<file path="config.mk">
export PLATFORM = sky130hd
export DESIGN_NAME = alu_exec_unit
export DESIGN_NICKNAME = d
export VERILOG_FILES = /design/src/rtl/alu_pkg.sv /design/src/rtl/alu_iter_shifter.sv /design/src/rtl/alu_exec_unit.sv
export SDC_FILE = /design/constraint.sdc
export NUM_CORES = 1
export LEC_CHECK = 0
export ABC_AREA = 1
export BUFFER_PORTS_ARGS = -buffer_cell sky130_fd_sc_hd__buf_2
export CAP_MARGIN = 20
export CORE_ASPECT_RATIO = 1.4
export CORE_MARGIN = 3
export CORE_UTILIZATION = 38
export CTS_CLUSTER_DIAMETER = 200
export DETAILED_ROUTE_END_ITERATION = 8
export GPL_ROUTABILITY_DRIVEN = 0
export PLACE_DENSITY = 0.63
export SLEW_MARGIN = 10
export SYNTH_ARGS = -nofsm -noshare
export SYNTH_HDL_FRONTEND = slang
export SYNTH_SLANG_ARGS = --single-unit
export TNS_END_PERCENT = 100
</file>
<file path="constraint.sdc">
create_clock -name clk -period 3.33 [get_ports clk]
set_input_delay 0.666 -clock clk [delete_from_list [all_inputs] [get_ports clk]]
set_output_delay 0.666 -clock clk [all_outputs]
set_load 0.01 [all_outputs]
</file>
<file path="src/rtl/alu_pkg.sv">
`default_nettype none
// ============================================================================
// Module   : alu_pkg
// Purpose  : Shared types and constants for the execute-stage ALU and the
//            upstream ALU-operation decoder.
//            - alu_op_e      : 4-bit ALU operation code
//            - OP_IS_SHIFT   : per-opcode mask of iterative shift ops
//            - OP_IS_BRANCH  : per-opcode mask of branch-compare ops
//            - alu_state_e   : execute-unit FSM state encoding
// Revision : 1.0 - initial release
// ============================================================================
package alu_pkg;

    typedef enum logic [3:0] {
        OP_AND = 4'b0000,
        OP_OR  = 4'b0001,
        OP_ADD = 4'b0010,
        OP_SUB = 4'b0011,
        OP_XOR = 4'b0100,
        OP_BEQ = 4'b1000,
        OP_BNE = 4'b1001,
        OP_BLT = 4'b1010,
        OP_BGE = 4'b1011,
        OP_SLL = 4'b1100,
        OP_SRL = 4'b1101,
        OP_SLT = 4'b1110,
        OP_SRA = 4'b1111
    } alu_op_e;

    // Indexed by the opcode value: bit n set means opcode n belongs to the class.
    // Shifts are 1100 (SLL), 1101 (SRL), 1111 (SRA); 1110 is SLT, not a shift.
    localparam logic [15:0] OP_IS_SHIFT  = 16'hB000;
    localparam logic [15:0] OP_IS_BRANCH = 16'h0F00;

    typedef enum logic [1:0] {
        ST_IDLE  = 2'd0,
        ST_SHIFT = 2'd1,
        ST_DONE  = 2'd2
    } alu_state_e;

endpackage : alu_pkg
`default_nettype wire

</file>
<file path="src/rtl/alu_iter_shifter.sv">
`default_nettype none
// ============================================================================
// Module   : alu_iter_shifter
// Purpose  : Iterative 1-bit-per-cycle shifter (SLL / SRL / SRA).
// Ports    : clk, rst        - clock, synchronous active-high reset
//            i_start         - load i_data / i_shamt / i_op (shamt must be > 0)
//            i_op            - shift kind, latched on i_start
//            i_data          - value to shift
//            i_shamt         - number of 1-bit steps
//            o_done          - the shift performed this cycle is the last one
//            o_result        - acc shifted by one more bit (valid with o_done)
// Revision : 1.0 - initial release
// ============================================================================
module alu_iter_shifter
    import alu_pkg::*;
#(
    parameter int DATA_W  = 32,
    parameter int SHAMT_W = $clog2(DATA_W)
) (
    input  logic                clk,
    input  logic                rst,
    input  logic                i_start,
    input  alu_op_e             i_op,
    input  logic [DATA_W-1:0]   i_data,
    input  logic [SHAMT_W-1:0]  i_shamt,
    output logic                o_done,
    output logic [DATA_W-1:0]   o_result
);

    logic [DATA_W-1:0]  acc_q, acc_d;
    logic [SHAMT_W-1:0] cnt_q, cnt_d;
    alu_op_e            op_q, op_d;
    logic [DATA_W-1:0]  w_shifted;

    // One-bit step of the latched shift kind.
    always_comb begin
        case (op_q)
            OP_SLL:  w_shifted = {acc_q[DATA_W-2:0], 1'b0};
            OP_SRA:  w_shifted = {acc_q[DATA_W-1], acc_q[DATA_W-1:1]};
            default: w_shifted = {1'b0, acc_q[DATA_W-1:1]};
        endcase
    end

    // cnt counts remaining steps; zero means idle, so no shifting happens
    // outside an active operation.
    always_comb begin
        acc_d = acc_q;
        cnt_d = cnt_q;
        op_d  = op_q;
        if (i_start) begin
            acc_d = i_data;
            cnt_d = i_shamt;
            op_d  = i_op;
        end else if (cnt_q != '0) begin
            acc_d = w_shifted;
            cnt_d = cnt_q - SHAMT_W'(1);
        end
    end

    always_ff @(posedge clk) begin
        if (rst) begin
            acc_q <= '0;
            cnt_q <= '0;
            op_q  <= OP_SLL;
        end else begin
            acc_q <= acc_d;
            cnt_q <= cnt_d;
            op_q  <= op_d;
        end
    end

    assign o_done   = (cnt_q == SHAMT_W'(1));
    assign o_result = w_shifted;

endmodule : alu_iter_shifter
`default_nettype wire

</file>
<file path="src/rtl/alu_exec_unit.sv">
`default_nettype none
// ============================================================================
// Module   : alu_exec_unit
// Purpose  : Execute-stage ALU with valid/ready handshakes. Logic, add/sub,
//            compare and branch-compare ops complete in one cycle; shifts
//            run on an iterative shifter (shamt + 1 cycles).
// Ports    : clk, reset            - clock, synchronous active-high reset
//            in_valid / in_ready   - input handshake (operation, src_a, src_b)
//            out_valid / out_ready - output handshake (result, zero)
//            busy                  - multi-cycle shift in progress
// Revision : 1.0 - initial release
// ============================================================================
module alu_exec_unit
    import alu_pkg::*;
#(
    parameter int DATA_W  = 32,
    parameter int SHAMT_W = $clog2(DATA_W)
) (
    input  logic              clk,
    input  logic              reset,
    input  logic              in_valid,
    output logic              in_ready,
    input  alu_op_e           operation,
    input  logic [DATA_W-1:0] src_a,
    input  logic [DATA_W-1:0] src_b,
    output logic              out_valid,
    input  logic              out_ready,
    output logic [DATA_W-1:0] result,
    output logic              zero,
    output logic              busy
);

    alu_state_e         state_q, state_d;
    logic [DATA_W-1:0]  result_q, result_d;
    logic               zero_q, zero_d;

    logic               w_accept;
    logic               w_is_shift;
    logic [SHAMT_W-1:0] w_shamt;
    logic               w_eq;
    logic               w_lt;
    logic               w_br_flag;
    logic [DATA_W-1:0]  w_alu_res;
    logic               w_shift_start;
    logic               w_shift_done;
    logic [DATA_W-1:0]  w_shift_res;

    assign w_accept   = in_valid && in_ready;
    assign w_is_shift = OP_IS_SHIFT[operation];
    assign w_shamt    = src_b[SHAMT_W-1:0];

    // ------------------------------------------------------------------
    // Single-cycle datapath. A shift reaching this path has shamt == 0,
    // so its result is simply src_a.
    // ------------------------------------------------------------------
    always_comb begin
        w_eq = (src_a == src_b);
        w_lt = ($signed(src_a) < $signed(src_b));
        // Branch op low bits: 00 BEQ, 01 BNE, 10 BLT, 11 BGE.
        case (operation[1:0])
            2'b00:   w_br_flag = w_eq;
            2'b01:   w_br_flag = !w_eq;
            2'b10:   w_br_flag = w_lt;
            default: w_br_flag = !w_lt;
        endcase

        w_alu_res = '0;
        if (OP_IS_BRANCH[operation]) begin
            w_alu_res = {{(DATA_W-1){1'b0}}, w_br_flag};
        end else begin
            case (operation)
                OP_AND:  w_alu_res = src_a & src_b;
                OP_OR:   w_alu_res = src_a | src_b;
                OP_ADD:  w_alu_res = src_a + src_b;
                OP_SUB:  w_alu_res = src_a - src_b;
                OP_XOR:  w_alu_res = src_a ^ src_b;
                OP_SLT:  w_alu_res = {{(DATA_W-1){1'b0}}, w_lt};
                OP_SLL,
                OP_SRL,
                OP_SRA:  w_alu_res = src_a;
                default: w_alu_res = '0;
            endcase
        end
    end

    alu_iter_shifter #(
        .DATA_W  (DATA_W),
        .SHAMT_W (SHAMT_W)
    ) u_shifter (
        .clk      (clk),
        .rst      (reset),
        .i_start  (w_shift_start),
        .i_op     (operation),
        .i_data   (src_a),
        .i_shamt  (w_shamt),
        .o_done   (w_shift_done),
        .o_result (w_shift_res)
    );

    // ------------------------------------------------------------------
    // FSM: state register
    // ------------------------------------------------------------------
    always_ff @(posedge clk) begin
        if (reset) begin
            state_q  <= ST_IDLE;
            result_q <= '0;
            zero_q   <= 1'b1;
        end else begin
            state_q  <= state_d;
            result_q <= result_d;
            zero_q   <= zero_d;
        end
    end

    // ------------------------------------------------------------------
    // FSM: next state and result capture
    // ------------------------------------------------------------------
    always_comb begin
        state_d       = state_q;
        result_d      = result_q;
        w_shift_start = 1'b0;
        case (state_q)
            ST_IDLE, ST_DONE: begin
                // DONE accepts a new op in the same cycle the old result
                // is consumed, which keeps single-cycle ops back-to-back.
                if (w_accept) begin
                    if (w_is_shift && (w_shamt != '0)) begin
                        w_shift_start = 1'b1;
                        state_d       = ST_SHIFT;
                    end else begin
                        result_d = w_alu_res;
                        state_d  = ST_DONE;
                    end
                end else if ((state_q == ST_DONE) && out_ready) begin
                    state_d = ST_IDLE;
                end
            end
            ST_SHIFT: begin
                if (w_shift_done) begin
                    result_d = w_shift_res;
                    state_d  = ST_DONE;
                end
            end
            default: state_d = ST_IDLE;
        endcase
        zero_d = (result_d == '0);
    end

    // ------------------------------------------------------------------
    // FSM: outputs
    // ------------------------------------------------------------------
    always_comb begin
        in_ready  = !reset && ((state_q == ST_IDLE) ||
                               ((state_q == ST_DONE) && out_ready));
        out_valid = (state_q == ST_DONE);
        busy      = (state_q == ST_SHIFT);
    end

    assign result = result_q;
    assign zero   = zero_q;

endmodule : alu_exec_unit
`default_nettype wire

</file>
# After elaboration in Yosys (flattened, before gate mapping)
# Memories as Yosys holds them, arrays and structs flattened.
# Cells that the tools add are included.
[op_classes]
n_bitwise = 3
shift = 0
n_eq_ne = 18
n_addsub = 3
mux = 22
n_reduce_logical = 18
n_div = 0
n_lt_le_gt_ge = 2
mul = 0
[ops]
columns = ["operator", "count"]
rows = [
  ["$pmux W32 S7", 1],
  ["$mux W32", 6],
  ["$pmux W32 S2", 2],
  ["$add A32 B32 Y32", 1],
  ["$and A32 B32 Y32", 1],
  ["$eq A32 B32 Y1", 1],
  ["$logic_not A32 Y1", 1],
  ["$lt A32 B32 Y1", 1],
  ["$or A32 B32 Y32", 1],
  ["$sub A32 B32 Y32", 1],
  ["$xor A32 B32 Y32", 1],
  ["$eq A4 B4 Y1 const B", 6],
  ["$mux W5", 2],
  ["$reduce_bool A5 Y1", 2],
  ["$eq A4 B2 Y1 const B", 2],
  ["$mux W2", 4],
  ["$eq A5 B1 Y1 const B", 1],
  ["$lt A4 B5 Y1 const B", 1],
  ["$mux W1", 5],
  ["$sub A5 B1 Y5 const B", 1],
  ["$eq A2 B1 Y1 const B", 2],
  ["$eq A2 B2 Y1 const B", 2],
  ["$eq A4 B1 Y1 const B", 1],
  ["$eq A4 B3 Y1 const B", 1],
  ["other kinds (13)", 19],
]
[totals]
ram_bits = 0
rom_bits = 32
memories = 2
latch_bits = 0
ff_bits = 76
output_inout_bits = 36
inputBits = 72
word_cells = 74
[mem_list]
columns = ["name", "words", "word_bits", "rd", "rd_clocked_by_memory_dff", "wr", "line_no", "rtl"]
rows = [
  ["(name not given)", 16, 1, 1, 0, 0, "alu_exec_unit.sv:68", "if (OP_IS_BRANCH[operation]) begin"],
  ["(name not given)", 16, 1, 1, 0, 0, "alu_exec_unit.sv:49", "assign w_is_shift = OP_IS_SHIFT[operation];"],
]

# Depth between registers and ports, before layout
[logic_depth]
word_depth = 8
depth_mapped = 24
ltp_nobuf = 23

# By module
# A second synthesis with hierarchy kept.
[unflattened]
cells_unflattened = 2070
area_unflattened_um2 = 11207.0
[modules_own_cells]
columns = ["mod", "seq_area_each_um2", "area_each_um2", "cells_per_inst", "n_inst"]
rows = [
  ["alu_exec_unit", 700.7, 8655.8, 1637, 1],
  ["alu_iter_shifter", 820.8, 2551.2, 433, 1],
]

# Least setup slack after synthesis
# No wires, ideal clock.
[synth_path]
path_type = "input port to flip-flop"
startpoint = "input src_a[0]"
endpoint = "register zero_q, in the netlist zero"
setup_time_ns = 0.060
n_path_buf = 0
setup_slack_ns = 0.701
stages = 22
arrival_time_ns = 2.568
required_time_ns = 3.270
cell_sequence = "ha_1 inv_1 fa_1 inv_1 nand3_1 nand2_1 nand3_1 nand2_1 nand2_1 nand2_1 nand2_1 nand3_1 nand3_1 nand2_1 nand2_1 nor2_1 nand2_1 nor2_1 nand3_1 nor2_1 nand2_1 nand2_1"
[synth_via]
elab_chain_len = 8
word_cells_on_any_way = 16
classes_between = "add/sub (2); order compare (1); eq/ne (1); mux (6); bitwise (3); reduce/logical (3)"
[synth_rtl]
columns = ["element", "line_no", "rtl"]
rows = [
  ["start, declared", "alu_exec_unit.sv:24", "input logic [DATA_W-1:0] src_a,"],
  ["$lt A32 B32 Y1 / $eq A32 B32 Y1 (equally long branches)", "alu_exec_unit.sv:58, alu_exec_unit.sv:57", ""],
  ["$logic_not A1 Y1 (on tied branches)", "alu_exec_unit.sv:64, alu_exec_unit.sv:62", ""],
  ["$pmux W1 S3", "alu_exec_unit.sv:60", "case (operation[1:0])"],
  ["$mux W32 (*)", "alu_exec_unit.sv:68", ""],
  ["$mux W32 (*)", "alu_exec_unit.sv:127", "if (w_is_shift && (w_shamt != '0)) begin"],
  ["$mux W32 (*)", "alu_exec_unit.sv:126", "if (w_accept) begin"],
  ["$pmux W32 S2 (*)", "alu_exec_unit.sv:122", "case (state_q)"],
  ["$logic_not A32 Y1 (*)", "alu_exec_unit.sv:146", "zero_d = (result_d == '0);"],
  ["end signal, assigned", "alu_exec_unit.sv:111", "zero_q <= zero_d;"],
  ["end, declared", "alu_exec_unit.sv:35", "logic zero_q, zero_d;"],
]
# Mark *: on every way between the ends. The rest lies on a longest branch, timed or not.
# A chain may end at the register's enable or synchronous reset.

# Final worst setup path
[layout_path]
startpoint = "input src_a[15]"
endpoint = "register zero_q, in the netlist zero"
# The elaborated chain is that of the path after synthesis.

==> impl_metrics.env <==
export IMPL_clkTransAtPathRegs_ps=60
export IMPL_drc_errors=0
export IMPL_overflow=0
export IMPL_start_util_pct=39.11
export IMPL_rows=71
export IMPL_slew_headroom_pct=46.43
export IMPL_synth_top_area_cell="nand2_1"
export IMPL_seq_area_frac_synth_pct=14.26
export IMPL_worstPathArrival_ps=3300
export IMPL_critical_path_cell_chain="buf_2, inv_1, ha_1, inv_1, nand2_1, buf_4, nor2_1, nand2_1, nor3_1, nand2_1, nand3_1, nand2_1, nand3_1, nand3_1, nand2_1, nand2_1, nor3_2, nand3_1, nor2_1, nand2_1, nand2_1"
export IMPL_hold_viol=0
export IMPL_vias=13090
export IMPL_yosys_warnings=0
export IMPL_setup_viol=0
export IMPL_fillers=3019
export IMPL_skew_ps=7.816
export IMPL_ir_drop_mv=0.2980
export IMPL_cp_common_cell="nand2_1"
export IMPL_maxSlewViolCount=0
export IMPL_dp_hpwl_mm=34.73
export IMPL_clockRootBuffer="clkbuf_16"
export IMPL_drv_cap=0
export IMPL_io_pins=108
export IMPL_synth_cell_type_count=46
export IMPL_firstDrtPassIters=6
export IMPL_cts_tree="done"
export IMPL_grtUsageTotal_pct=27.45
export IMPL_cts_sinks=76
export IMPL_synth_area_um2=10670
export IMPL_crit_type="input port to register"
export IMPL_syn_num_nets=2086
export IMPL_crit_path_end_kind="register"
export IMPL_synth_cells=1902
export IMPL_async_flop_share_pct=0
export IMPL_p_leak_uw=0.006693
export IMPL_fmax_mhz=330.4
export IMPL_nets=2252
export IMPL_final_util_pct=45.93
export IMPL_port_buffers=107
export IMPL_post_drt_wl_per_cell_um=17.28
export IMPL_insertion_delay_ps=350
export IMPL_avgViaCountPerCell=5.370
export IMPL_fin_crit_sh_pct=90.90
export IMPL_worst_slew_pin_slew_ps=802.7
export IMPL_rsz0062_at_grt="no"
export IMPL_fin_crit_ps=3027
export IMPL_hold_class="register to register"
export IMPL_required_ps=3610
export IMPL_dieArea_um2=30140
export IMPL_cts_buffers=9
export IMPL_diodes=0
export IMPL_drive_above_1_share_pct=13.94
export IMPL_synth_seq_cells=76
export IMPL_synth_edf_count=0
export IMPL_die_w_um=147.6
export IMPL_path_max_fanout=8
export IMPL_syn_area_per_cell_um2=5.608
export IMPL_max_stage_delay_ps=410
export IMPL_fp_dieH_um=204.2
export IMPL_outcome="finished clean"
export IMPL_cts_setup_buffers=0
export IMPL_synth_top_area_share_pct=18.86
export IMPL_grt_pass1_wl_mm=66.23
export IMPL_antenna_found_initial=0
export IMPL_cts_htree_levels=3
export IMPL_ant_nets=0
export IMPL_startpoint_type="input port"
export IMPL_ys_top_cells_by_area="nand2_1, dfxtp_1, ha_1"
export IMPL_grt_pass1_vias=12730
export IMPL_grt_max_degree=51
export IMPL_p_per_area_nw_per_um2=342.2
export IMPL_cts_buffer_depth=2
export IMPL_drt_iter0_drc=1142
export IMPL_fp_coreArea_um2=27270
export IMPL_power_uw=4287
export IMPL_synth_ff_type="dfxtp_1"
export IMPL_areaGrowthSynthToFinish_pct=17.44
export IMPL_cp_slowest_cell="ha_1"
export IMPL_finalWirelength_mm=42.14
state kept, by name, indices dropped and copies added, names as in the netlist:
register         count
u_shifter.op_q       4
u_shifter.acc_q     32
zero                 1
state_q              2
result              32
u_shifter.cnt_q      5
critical path: cells and delay by family:
family | cells | cell delay, ps
AND/OR/NAND/NOR | 16 | 1720
buffers and inverters | 4 | 510
adder cells (fa/ha/maj) | 1 | 410
Yosys cell counts (22+ instances only):
cell	number
a21oi_1	106
nor2_1	176
ha_1	110
a31oi_1	29
nand3_1	224
o21ai_0	81
inv_1	298
nand2_1	536
dfxtp_1	76
buf_2	36
clkbuf_1	25
o22ai_1	22
nor3_1	24
what timing repair did:
item / in CTS / in global routing
hold buffers: 0 / 0
hold endpoints to repair: 0 / 0
setup endpoints to repair: 0 / 1
resized for setup: 0 / 1
final cells by class:
type	count	area, um^2	area share, %
multi-input cells	1435	7553	60.30
repair buffers	235	1546	12.35
flip-flops and latches	76	1521	12.15
inverters	311	1170	9.339
well taps	365	456.7	3.646
clock buffers	10	239.0	1.908
clock inverters	6	40.04	0.3196
path summary, 6_finish.rpt:
path,endpoint,cells after the start,startpoint,slack (ps)
worst max-delay path,zero,21,src_a[15],300
worst min-delay path,u_shifter.op_q[3],2,u_shifter.op_q[3],440
worst max register to register,zero,17,u_shifter.cnt_q[1],650
worst min register to register,u_shifter.op_q[3],2,u_shifter.op_q[3],440
stage by stage:
step	area [um^2]	std cells	setup TNS, ps	hold slack (ps)	setup slack (ps)
5_1_grt	12530	2438	0	472.7	31.30
3_3_place_gp	12250	2422	-40.46	419.0	-40.46
6_report	12530	2438	0	442.3	303.0
4_1_cts	12520	2438	0	448.0	313.3
3_5_place_dp	12250	2422	-18.50	433.6	-18.50
2_1_floorplan	10670	1902	0	411.7	701.4
cell families after synthesis:
| family | count (synthesis) | synth area share (%) |
|---|---|---|
| and+or+nand+nor | 1014 | 40.45 |
| buffers and inverters | 391 | 15.01 |
| AOI/OAI and AO/OA | 304 | 16.54 |
| adders and majority gates | 112 | 13.28 |
| DFF | 76 | 14.26 |
| muxes | 4 | 0.3754 |
| xor gates and xnor gates | 1 | 0.08213 |
power breakdown:
part           internal, uW  switching [uW]  leakage, uW
Clock                   523             403     0.000138
Sequential             1070            99.0     0.000620
Combinational           756            1440      0.00593
Total                  2350            1940      0.00669
layout by cell type, fill, tap and decap left out, types with 10 or more instances in the layout:
cell,n
nor2_2,10
nor2_1,175
nand2_1,535
a211oi_1,19
a21oi_1,106
nand4_1,20
buf_4,124
dfxtp_1,76
o21bai_1,17
nand3_1,224
a31oi_1,29
buf_2,107
inv_1,298
nor3_1,24
inv_2,10
o21ai_0,81
o22ai_1,22
ha_1,110
a221oi_1,16
per-layer routing:
metal,share of wire (%),vias to the layer above,track usage (%)
met3,6.9,143,3.128
met2,47,563,47.43
met4,5.6,0,15.06
met1,40,5938,33.09
met5,0,-,0
li1,-,6449,-
(Power assumes the default switching activity.)
